--- src/rtl/piso_serializer_if.sv ---
// Load-side handshake for the parallel-in/serial-out serializer.
// The producer drives the word and valid; the serializer returns ready.
interface piso_if #(
  parameter int WIDTH = 8
);
  logic             load_valid;
  logic             load_ready;
  logic [WIDTH-1:0] load_data;

  modport master (
    output load_valid,
    output load_data,
    input  load_ready
  );

  modport slave (
    input  load_valid,
    input  load_data,
    output load_ready
  );
endinterface

--- src/rtl/piso_serializer.sv ---
// Parallel-in/serial-out serializer with a one-word holding buffer in front of
// the shift register. A word waiting in hold is moved into the shifter on the
// word-boundary tick, so consecutive words stream out with no idle bit slot.
// All serial outputs advance only on shift_en ticks and hold between them.
module piso_serializer #(
  parameter int WIDTH      = 8,
  parameter bit LSB_FIRST  = 1'b0,
  parameter bit IDLE_LEVEL = 1'b0
) (
  input  logic  clk,
  input  logic  rst_n,
  input  logic  clr,
  input  logic  shift_en,
  piso_if.slave load,
  output logic  serial_out,
  output logic  serial_valid,
  output logic  frame_start,
  output logic  frame_end,
  output logic  busy
);

  localparam int              CNT_W    = $clog2(WIDTH);
  localparam logic [CNT_W-1:0] LAST_BIT = CNT_W'(WIDTH - 1);

  typedef enum logic {
    S_IDLE  = 1'b0,
    S_SHIFT = 1'b1
  } state_t;

  state_t           r_state, w_state_nxt;
  logic [CNT_W-1:0] r_bit_cnt, w_bit_cnt_nxt;
  logic [WIDTH-1:0] r_hold;
  logic [WIDTH-1:0] r_shift, w_shift_nxt;
  logic             r_hold_full, w_hold_full_nxt;
  logic             r_serial_out, w_serial_out_nxt;
  logic             r_serial_valid, w_serial_valid_nxt;
  logic             r_frame_start, w_frame_start_nxt;
  logic             r_frame_end, w_frame_end_nxt;
  logic             w_accept;
  logic             w_boundary;

  // Bit that leaves the word first in the selected order.
  function automatic logic first_bit(input logic [WIDTH-1:0] word);
    return LSB_FIRST ? word[0] : word[WIDTH-1];
  endfunction

  // Word with the bit just sent removed, next bit moved into the send position.
  function automatic logic [WIDTH-1:0] advance(input logic [WIDTH-1:0] word);
    return LSB_FIRST ? (word >> 1) : (word << 1);
  endfunction

  // Ready depends only on hold state; a full hold is never overwritten.
  assign w_accept        = load.load_valid & ~r_hold_full;
  assign w_boundary      = (r_state == S_IDLE) || (r_bit_cnt == LAST_BIT);
  assign load.load_ready = ~r_hold_full;
  assign busy            = (r_state == S_SHIFT) | r_hold_full;

  assign serial_out   = r_serial_out;
  assign serial_valid = r_serial_valid;
  assign frame_start  = r_frame_start;
  assign frame_end    = r_frame_end;

  // Next-state and next-output decode; everything holds unless a tick arrives.
  always_comb begin
    w_state_nxt        = r_state;
    w_bit_cnt_nxt      = r_bit_cnt;
    w_shift_nxt        = r_shift;
    w_hold_full_nxt    = r_hold_full;
    w_serial_out_nxt   = r_serial_out;
    w_serial_valid_nxt = r_serial_valid;
    w_frame_start_nxt  = r_frame_start;
    w_frame_end_nxt    = r_frame_end;

    if (w_accept) begin
      w_hold_full_nxt = 1'b1;
    end

    if (shift_en) begin
      if (w_boundary) begin
        if (r_hold_full) begin
          // Transfer cannot coincide with an accept: ready is low while full.
          w_state_nxt        = S_SHIFT;
          w_bit_cnt_nxt      = '0;
          w_shift_nxt        = advance(r_hold);
          w_hold_full_nxt    = 1'b0;
          w_serial_out_nxt   = first_bit(r_hold);
          w_serial_valid_nxt = 1'b1;
          w_frame_start_nxt  = 1'b1;
          w_frame_end_nxt    = 1'b0;
        end else begin
          w_state_nxt        = S_IDLE;
          w_bit_cnt_nxt      = '0;
          w_serial_out_nxt   = IDLE_LEVEL;
          w_serial_valid_nxt = 1'b0;
          w_frame_start_nxt  = 1'b0;
          w_frame_end_nxt    = 1'b0;
        end
      end else begin
        w_bit_cnt_nxt      = r_bit_cnt + 1'b1;
        w_shift_nxt        = advance(r_shift);
        w_serial_out_nxt   = first_bit(r_shift);
        w_serial_valid_nxt = 1'b1;
        w_frame_start_nxt  = 1'b0;
        w_frame_end_nxt    = (r_bit_cnt + 1'b1) == LAST_BIT;
      end
    end
  end

  // Control state and serial outputs; clr discards partial and held words.
  always_ff @(posedge clk or negedge rst_n) begin
    if (!rst_n) begin
      r_state        <= S_IDLE;
      r_bit_cnt      <= '0;
      r_hold_full    <= 1'b0;
      r_serial_out   <= IDLE_LEVEL;
      r_serial_valid <= 1'b0;
      r_frame_start  <= 1'b0;
      r_frame_end    <= 1'b0;
    end else if (clr) begin
      r_state        <= S_IDLE;
      r_bit_cnt      <= '0;
      r_hold_full    <= 1'b0;
      r_serial_out   <= IDLE_LEVEL;
      r_serial_valid <= 1'b0;
      r_frame_start  <= 1'b0;
      r_frame_end    <= 1'b0;
    end else begin
      r_state        <= w_state_nxt;
      r_bit_cnt      <= w_bit_cnt_nxt;
      r_hold_full    <= w_hold_full_nxt;
      r_serial_out   <= w_serial_out_nxt;
      r_serial_valid <= w_serial_valid_nxt;
      r_frame_start  <= w_frame_start_nxt;
      r_frame_end    <= w_frame_end_nxt;
    end
  end

  // Data path registers carry no reset; hold_full and state qualify them.
  always_ff @(posedge clk) begin
    if (w_accept) begin
      r_hold <= load.load_data;
    end
    r_shift <= w_shift_nxt;
  end

endmodule

--- src/flat_wrapper.sv ---
// flat-port wrapper written by rule: the top's interface ports become plain ports
module piso_serializer_flat 
#(
  parameter int WIDTH      = 8,
  parameter bit LSB_FIRST  = 1'b0,
  parameter bit IDLE_LEVEL = 1'b0
)
  (clk, rst_n, clr, shift_en, serial_out, serial_valid, frame_start, frame_end, busy, load_load_valid, load_load_data, load_load_ready);
  piso_if #(.WIDTH(WIDTH)) load_i ();
  input  logic clk;
  input  logic rst_n;
  input  logic clr;
  input  logic shift_en;
  output logic serial_out;
  output logic serial_valid;
  output logic frame_start;
  output logic frame_end;
  output logic busy;
  input wire logic [$bits(load_i.load_valid)-1:0] load_load_valid;
  input wire logic [$bits(load_i.load_data)-1:0] load_load_data;
  output wire logic [$bits(load_i.load_ready)-1:0] load_load_ready;
  assign load_i.load_valid = load_load_valid;
  assign load_i.load_data = load_load_data;
  assign load_load_ready = load_i.load_ready;
  piso_serializer #(.WIDTH(WIDTH), .LSB_FIRST(LSB_FIRST), .IDLE_LEVEL(IDLE_LEVEL)) u_core (.clk(clk), .rst_n(rst_n), .clr(clr), .shift_en(shift_en), .load(load_i), .serial_out(serial_out), .serial_valid(serial_valid), .frame_start(frame_start), .frame_end(frame_end), .busy(busy));
endmodule
--- config.mk ---
export PLATFORM = sky130hd
export DESIGN_NAME = piso_serializer_flat
export DESIGN_NICKNAME = d
export VERILOG_FILES = /design/src/rtl/piso_serializer_if.sv /design/src/rtl/piso_serializer.sv /design/src/flat_wrapper.sv
export SDC_FILE = /design/constraint.sdc
export NUM_CORES = 1
export LEC_CHECK = 0
export CAP_MARGIN = 20
export CORE_UTILIZATION = 53
export DETAILED_ROUTE_END_ITERATION = 10
export GPL_TIMING_DRIVEN = 1
export PLACE_DENSITY = 0.85
export SYNTH_ARGS = -nofsm -noshare
export SYNTH_HDL_FRONTEND = slang
export SYNTH_SLANG_ARGS = --single-unit
--- constraint.sdc ---
create_clock -name clk -period 3.7 [get_ports clk]
set_input_delay 0.37 -clock clk [delete_from_list [all_inputs] [get_ports clk]]
set_output_delay 0.37 -clock clk [all_outputs]
set_load 0.01 [all_outputs]
==> summary.txt, run 1 <==
Detail Route Antenna Nets: 0
Synth Warn #: 0
Syn_area_per_cell: 14.2 sq um
Most used cell, CP: ha_1
Clock Pin Slew Worst Setup and Hold Paths: 0.13 ns
Final setup fails: 0
Worst vdd rail ir drop: 0.261 mV
Slew HR: 53.1%
Final worst path period need: 2.20 ns
Worst Skew: 0.00429 ns
Via count: 609
RePlAce Congestion: 0.719
Initial Util: 58.2%
Hold buffers post-CTS: 0
Setup Fix Bufs, Post-CTS: 0
Total negative slack: 0 ns
# nets final: 107
Internal reg-to-reg setup slack: 1.50 ns
Initial antenna violation count: 0
Site Rows: 15
Die area: 2120 sq um
FMAX: 0.454 GHz
PnR Total Power: 554 uW
Total nets after synthesis: 88
Mapped Area: 1030 sq um
Post-cts gate resize count: 0
Clk_lat worst skew: 0.32 ns
Synth Instances: 72
DR iter-0 viols: 22
First drt pass iteration count: 4
Die Y: 46.0 um
Largest buffer count on any clock path: 2
Num CTS Buffers: 3
Placed instance area: 1200 sq um
Unique masters post-synth: 23
GRT overflow: 0
Post-DP HPWL: 1140 um
Number of port buffers: 18
Detailed-route vias per instance: 5.30
Vias in the first global route: 571
Largest net degree at the start of global routing: 17
Sink Count: 24
Area Overhead vs Synth: 21.8%
IO Pins: 19
Commonest non-fill, non-tap cell in the layout: clkdlybuf4s50_1
Status: completed
P_leak: 0.000466 uW
Crit-path slowest cell: nor2b_1
Crit path capture type: flop
Startpoint types: flop
WP data arrival: 2.17 ns
Pwr dens: 443 nW/um^2
Dpl cells: 111
Crit share post-route: 59.5%
DR WL/cell: 14.2 um
# diodes: 0
Final hold vios: 0
Clock root cell: clkbuf_4
Final Slew Violations: 0
Crit Path Max Fanout: 16
FF+latch count, synth: 24
DRC: 0
Commonest cells after routing, fill and taps aside: clkdlybuf4s50_1, edfxtp_1, dfrtp_1
Max cap viols: 0
Critical Setup Path Class: flop to flop
Routed WL: 1630 um
Global-route wire length before repair: 2680 um
RSZ-0062 raised after global routing: false
Die width: 46.0 um
HP Class: input port to asynchronous set/reset pin
H-tree Lvls: 1
Critical path, cell by cell: ha_1, ha_1, nor2b_4, nor2_1, nor2b_1
Max incr delay on CP: 0.53 ns
CTS tree: done
Non-filler cells, final: 115
Post-synthesis sequential area ratio: 65.9%
Post-route cell area: 1250 sq um
Layout cell share with drive strength beyond 1: 15.6%
Core Box Area: 1760 sq um
Tot GR Track Use: 19.4%
Required time of the critical path: 3.67 ns
Worst Tran Pin Value: 0.702 ns
==> per-layer routing <==
layer  wire, um  up-vias  global-route usage [%]
li1           -      291                       -
met1        762      291                    27.2
met2        765       22                    27.6
met3         60        5                    3.57
met4         42        0                    12.4
met5          0        -                       0
==> cell type report <==
| type | count | area, sq um |
|---|---|---|
| multi-input cells | 41 | 299 |
| clock inverters | 1 | 30.0 |
| flip-flops and latches | 24 | 676 |
| clock buffers | 3 | 22.5 |
| repair buffers | 18 | 180 |
| well taps | 25 | 31.3 |
| fillers | 137 | 514 |
| inverters | 3 | 11.3 |
==> cell families (layout without fill, tap and decap cells) <==
logic type	after synthesis	count (layout)	share of synthesized area (%)
flip-flops	24	24	65.9
buffers and inverters	7	25	5.00
AO/OA/AOI/OAI	9	9	5.85
AND/OR/NAND/NOR	23	23	13.0
multiplexers	6	6	6.58
adder cells (fa/ha/maj)	3	3	3.66
==> cell usage after synthesis <==
| library cell | count | area share (%) |
|---|---|---|
| edfxtp_1 | 15 | 44 |
| dfrtp_1 | 9 | 22 |
| mux2_2 | 6 | 6.6 |
| a21oi_1 | 5 | 2.4 |
| nand2b_1 | 4 | 2.4 |
| nor2_1 | 4 | 1.5 |
| nor2b_1 | 4 | 2.4 |
| ha_1 | 3 | 3.7 |
| inv_1 | 3 | 1.1 |
| nand2_1 | 3 | 1.1 |
| nand3_1 | 2 | 0.98 |
| nand3b_1 | 2 | 1.5 |
| o22ai_1 | 2 | 1.2 |
| a211oi_1 | 1 | 0.73 |
| a311oi_2 | 1 | 1.5 |
| buf_1 | 1 | 0.37 |
| buf_12 | 1 | 2.0 |
| buf_2 | 1 | 0.49 |
| buf_6 | 1 | 1.1 |
| nand2_2 | 1 | 0.61 |
| nand4_1 | 1 | 0.61 |
| nor2b_4 | 1 | 1.3 |
| or2_2 | 1 | 0.61 |
==> critical path: cells and delay by family (launching register included) <==
kind	cells	cell delay, ns
adder cells (fa/ha/maj)	2	0.43
flip-flops	1	0.44
AND/OR/NAND/NOR	3	0.98
==> per-stage QoR <==
| stage | util (%) | hold slack (ns) | setup WS, ns |
|---|---|---|---|
| after floorplan | - | 0.0744 | 1.91 |
| after global placement | 67.9 | 0.522 | 1.62 |
| after detailed placement | 67.9 | 0.523 | 1.52 |
| after CTS | 70.9 | 0.334 | 1.46 |
| after global routing | 70.9 | 0.341 | 1.35 |
| final | 70.9 | 0.327 | 1.50 |
==> path summary, 6_finish.rpt <==
path	to	depth (start not counted)	start
worst min register to register	u_core.r_shift[1]	1	u_core.r_hold[0]
worst min-delay path	u_core.serial_out	1	rst_n
max in group asynchronous	u_core.r_bit_cnt[2]	1	rst_n
worst max-delay path	u_core.r_shift[7]	5	u_core.r_bit_cnt[0]
worst max register to register	u_core.r_shift[7]	5	u_core.r_bit_cnt[0]
min in group clk	u_core.r_shift[1]	1	u_core.r_hold[0]
==> registers in the layout, indices dropped and copies added, names as in the netlist <==
signal,cells
u_core.r_hold,8
u_core.r_bit_cnt,3
u_core.frame_end,1
u_core.frame_start,1
u_core.serial_valid,1
u_core.r_state,1
u_core.r_shift,7
u_core.serial_out,1
u_core.r_hold_full,1
==> report_power, final <==
group | internal [uW] | total [uW] | switching [uW]
combinational | 31.4 | 56.6 | 25.2
clock | 110 | 189 | 78.9
sequential | 302 | 308 | 6.24
Note: power is estimated with default switching activity, not from simulation.
==> inputs of run 2 (changes only) <==
Settings changed: CORE_UTILIZATION 53 to 50, PLACE_DENSITY 0.85 to 0.81.
Clock period 3.7 ns to 2.3 ns, I/O delays scaled along.
==> summary.txt, run 2 (synthesis gave the netlist of run 1 again) <==
Crit share post-route: 81.9%
Status: completed
First drt pass iteration count: 4
DR iter-0 viols: 20
Worst vdd rail ir drop: 0.476 mV
Top Registers: u_core.r_hold x8, u_core.r_shift x7, u_core.r_bit_cnt x3
Largest buffer count on any clock path: 2
Pwr dens: 617 nW/um^2
Initial antenna violation count: 0
Total negative slack: 0 ns
Max incr delay on CP: 0.41 ns
Detailed-route vias per instance: 5.18
Sink Count: 24
RePlAce Congestion: 0.724
Die area: 2240 sq um
P_leak: 0.000468 uW
Clk_lat worst skew: 0.30 ns
Largest register FFs: 8
Setup Fix Bufs, Post-CTS: 0
Layer with the highest usage: met2
Site Rows: 16
Via count: 621
H-tree Lvls: 1
Post-DP HPWL: 1210 um
Worst Tran Pin Value: 0.414 ns
Required time of the critical path: 2.33 ns
Reg-to-reg startpoint: u_core.r_bit_cnt[0]
Layout cell share with drive strength beyond 1: 17.2%
Final worst path period need: 1.88 ns
CTS tree: done
Tot GR Track Use: 17.0%
Routed WL: 1620 um
Critical Setup Path Class: flop to flop
Global-route wire length before repair: 2540 um
Finished Core Util: 64.3%
Vias in the first global route: 597
Num CTS Buffers: 3
Hold buffers post-CTS: 0
Most used cell, CP: ha_1
Number of port buffers: 18
Max cap viols: 0
Post-cts gate resize count: 0
Startpoint types: flop
Largest net degree at the start of global routing: 17
GRT overflow: 0
Crit path capture type: flop
Final setup fails: 0
Commonest non-fill, non-tap cell in the layout: clkdlybuf4s50_1
Die width: 47.3 um
WP data arrival: 1.91 ns
FMAX: 0.531 GHz
Slew HR: 72.3%
Crit Path Max Fanout: 16
Crit-path slowest cell: dfrtp_1
Worst Skew: 0.00631 ns
DRC: 0
Reg with most FFs: u_core.r_hold
Crit. Startpoint: u_core.r_bit_cnt[0]
Detail Route Antenna Nets: 0
Core Box Area: 1940 sq um
IO Pins: 19
Met2 Use GR: 28.2%
DR WL/cell: 13.5 um
Die Y: 47.3 um
HP Class: input port to asynchronous set/reset pin
# nets final: 110
Met1 Use GR: 21.4%
Commonest cells after routing, fill and taps aside: clkdlybuf4s50_1, edfxtp_1, dfrtp_1
# diodes: 0
Met3 usage: 3.46%
Clock Pin Slew Worst Setup and Hold Paths: 0.12 ns
Initial Util: 52.8%
Final Slew Violations: 0
RSZ-0062 raised after global routing: false
Critical path, cell by cell: ha_1, ha_1, nor2b_4, nor2_1, nor2b_1, buf_4
Area Overhead vs Synth: 21.7%
Final hold vios: 0
Clock root cell: clkbuf_4
## run 2: layout make-up
class | instances | area, sq um
repair buffers | 21 | 203
fillers | 149 | 693
multi-input cells | 41 | 299
clock inverters | 1 | 3.75
well taps | 27 | 33.8
flip-flops and latches | 24 | 676
clock buffers | 3 | 22.5
inverters | 3 | 11.3
## run 2: critical path: cells and delay by family (launching register included)
kind	cells	cell delay, ns
AND/OR/NAND/NOR	3	0.59
adder cells (fa/ha/maj)	2	0.43
flip-flops	1	0.41
buffers and inverters	1	0.17
## run 2: power by group
group	internal, uW	total, uW	switching [uW]	leakage, uW
sequential	486	496	9.71	0.000263
combinational	54.9	96.7	41.8	0.000189
clock	63.3	178	114	0.0000154
total	604	770	166	0.000468
## run 2: worst paths after layout
path | to | slack (ns) | cells past startpoint
min in group clk | u_core.r_hold[4] | 0.47 | 1
min reg2reg | u_core.r_bit_cnt[2] | 0.55 | 2
max | u_core.r_shift[5] | 0.42 | 6
max in group asynchronous | u_core.r_hold_full | 1.80 | 1
min | u_core.serial_out | 0.21 | 1
max reg2reg | u_core.r_shift[5] | 0.42 | 6
## run 2: per-stage QoR
| step | std cells | area, sq um | worst slack [ns] | hold slack [ns] | total power (uW) |
|---|---|---|---|---|---|
| finish | 120 | 1250 | 0.416 | 0.206 | 770 |
| global route | 120 | 1250 | 0.313 | 0.221 | 806 |
| CTS | 120 | 1250 | 0.420 | 0.219 | 776 |
| detailed placement | 116 | 1220 | 0.427 | 0.535 | 603 |
| global placement | 116 | 1220 | 0.501 | 0.524 | 598 |
| floorplan | 72 | 1030 | 0.507 | -0.0656 | 556 |
## run 2: routing by layer
metal | part of all wire [%] | routed length, um | vias to the layer above
li1 | - | - | 297
met1 | 43 | 687 | 300
met2 | 52 | 846 | 22
met3 | 4.6 | 74 | 2
met4 | 0.50 | 8 | 0
met5 | 0 | 0 | -
==> inputs of run 3 (changes only) <==
Settings changed: CORE_UTILIZATION 50 to 45, PLACE_DENSITY 0.81 to 0.77.
Clock period 2.3 ns to 1.5 ns, I/O delays scaled along.
==> summary.txt, run 3 (synthesis gave the netlist of run 1 again) <==
Detail Route Antenna Nets: 0
Tot GR Track Use: 15.4%
Final Slew Violations: 0
Core Box Area: 2040 sq um
IO Pins: 19
DRC: 0
Largest register FFs: 8
WP data arrival: 1.67 ns
Pwr dens: 1010 nW/um^2
Slew HR: 70.6%
Setup WS pre-CTS: -0.147 ns
Clk_lat worst skew: 0.32 ns
Routed WL: 1820 um
Vias in the first global route: 652
Die Y: 49.8 um
RePlAce Congestion: 0.800
Post-DP HPWL: 1310 um
Die width: 49.8 um
HP Class: input port to asynchronous set/reset pin
Top Registers: u_core.r_hold x8, u_core.r_shift x7, u_core.r_bit_cnt x3
Register-to-Register Path Depth: 5
P_leak: 0.000544 uW
Critical Setup Path Class: flop to flop
Reg with most FFs: u_core.r_hold
Largest buffer count on any clock path: 2
H-tree Lvls: 1
Area Overhead vs Synth: 36.6%
Clock Pin Slew Worst Setup and Hold Paths: 0.14 ns
PnR Total Power: 1420 uW
Status: complete, but fails checks
Final worst path period need: 1.59 ns
Die area: 2480 sq um
Worst Skew: 0.0108 ns
Final hold vios: 0
Layout cell share with drive strength beyond 1: 29.7%
Worst vdd rail ir drop: 0.626 mV
Num CTS Buffers: 3
First drt pass iteration count: 4
GRT overflow: 0
Startpoint types: flop
Failing checks: negative setup slack
Crit Path Max Fanout: 8
Commonest cells after routing, fill and taps aside: clkdlybuf4s50_1, edfxtp_1, dfrtp_1
Commonest non-fill, non-tap cell in the layout: clkdlybuf4s50_1
RSZ-0062 raised after global routing: true
Initial Util: 50.2%
Clock root cell: clkbuf_4
Initial antenna violation count: 0
Final WS setup: -0.0906 ns
Required time of the critical path: 1.58 ns
Detailed-route vias per instance: 5.20
Site Rows: 16
Crit path capture type: flop
Max cap viols: 0
Number of port buffers: 18
DR WL/cell: 14.3 um
Worst Tran Pin Value: 0.440 ns
# diodes: 0
CTS tree: done
Internal reg-to-reg setup slack: -0.09 ns
Post-route cell area: 1400 sq um
Crit share post-route: 106%
Placed instance area: 1290 sq um
Hold buffers post-CTS: 0
Via count: 666
Largest net degree at the start of global routing: 15
Sink Count: 24
DR iter-0 viols: 11
Global-route wire length before repair: 2790 um
Final setup fails: 17
# nets final: 118
FMAX: 0.629 GHz
## run 3: changes by cell type in the layout (fill, tap and decap cells not counted), sizes merged
cell           change
clkinv             -1
bufinv             +1
dlygate4sd2        +1
clkdlybuf4s50      -2
clkdlybuf4s15      +1
buf                +8
## run 3: critical path, stage by stage, from the launching register on
cell and delay (ns):
dfrtp_1 0.42, ha_2 0.20, ha_4 0.16, nor2b_4 0.13
buf_12 0.14, mux2_4 0.30
## run 3: final timing paths
check,from,end
max reg2reg,u_core.r_bit_cnt[0],u_core.r_shift[3]
max in group asynchronous,rst_n,u_core.r_bit_cnt[2]
max,u_core.r_bit_cnt[0],u_core.r_shift[3]
min in group clk,load_load_data[0],u_core.r_hold[0]
min,rst_n,u_core.r_hold_full
min reg2reg,u_core.frame_end,u_core.frame_end
## run 3: layout make-up
class,instances,area (sq um)
clock buffers,3,22.5
well taps,27,33.8
repair buffers,29,282
inverters,3,11.3
multi-input cells,41,347
clock inverters,1,30.0
fillers,153,641
flip-flops and latches,24,676
## run 3: through the flow
step	util, %	TNS, ns	hold slack, ns	std cells
5_1_grt	68.6	-1.69	0.140	128
3_3_place_gp	63.3	-1.24	0.473	122
2_1_floorplan	-	-1.03	-0.146	72
3_5_place_dp	63.3	-1.66	0.476	122
6_report	68.6	-0.716	0.117	128
4_1_cts	68.2	-0.461	0.126	128
## run 3: layer usage
layer | vias up | global-route usage [%] | routed length, um
li1 | 312 | - | -
met1 | 337 | 19.5 | 796
met2 | 17 | 25.9 | 957
met3 | 0 | 3.70 | 70
met4 | 0 | 4.29 | 0
met5 | - | 0 | 0
## run 3: report_power, final
group | total (uW) | internal (uW) | switching, uW
sequential | 758 | 745 | 12.7
combinational | 189 | 112 | 76.8
clock | 469 | 270 | 199
total | 1420 | 1130 | 288
## run 3: repair_timing
item,in CTS,in global routing
endpoints found under the setup margin,21,21
resized for setup,8,3
pin swaps,3,2
buffers inserted,2,0
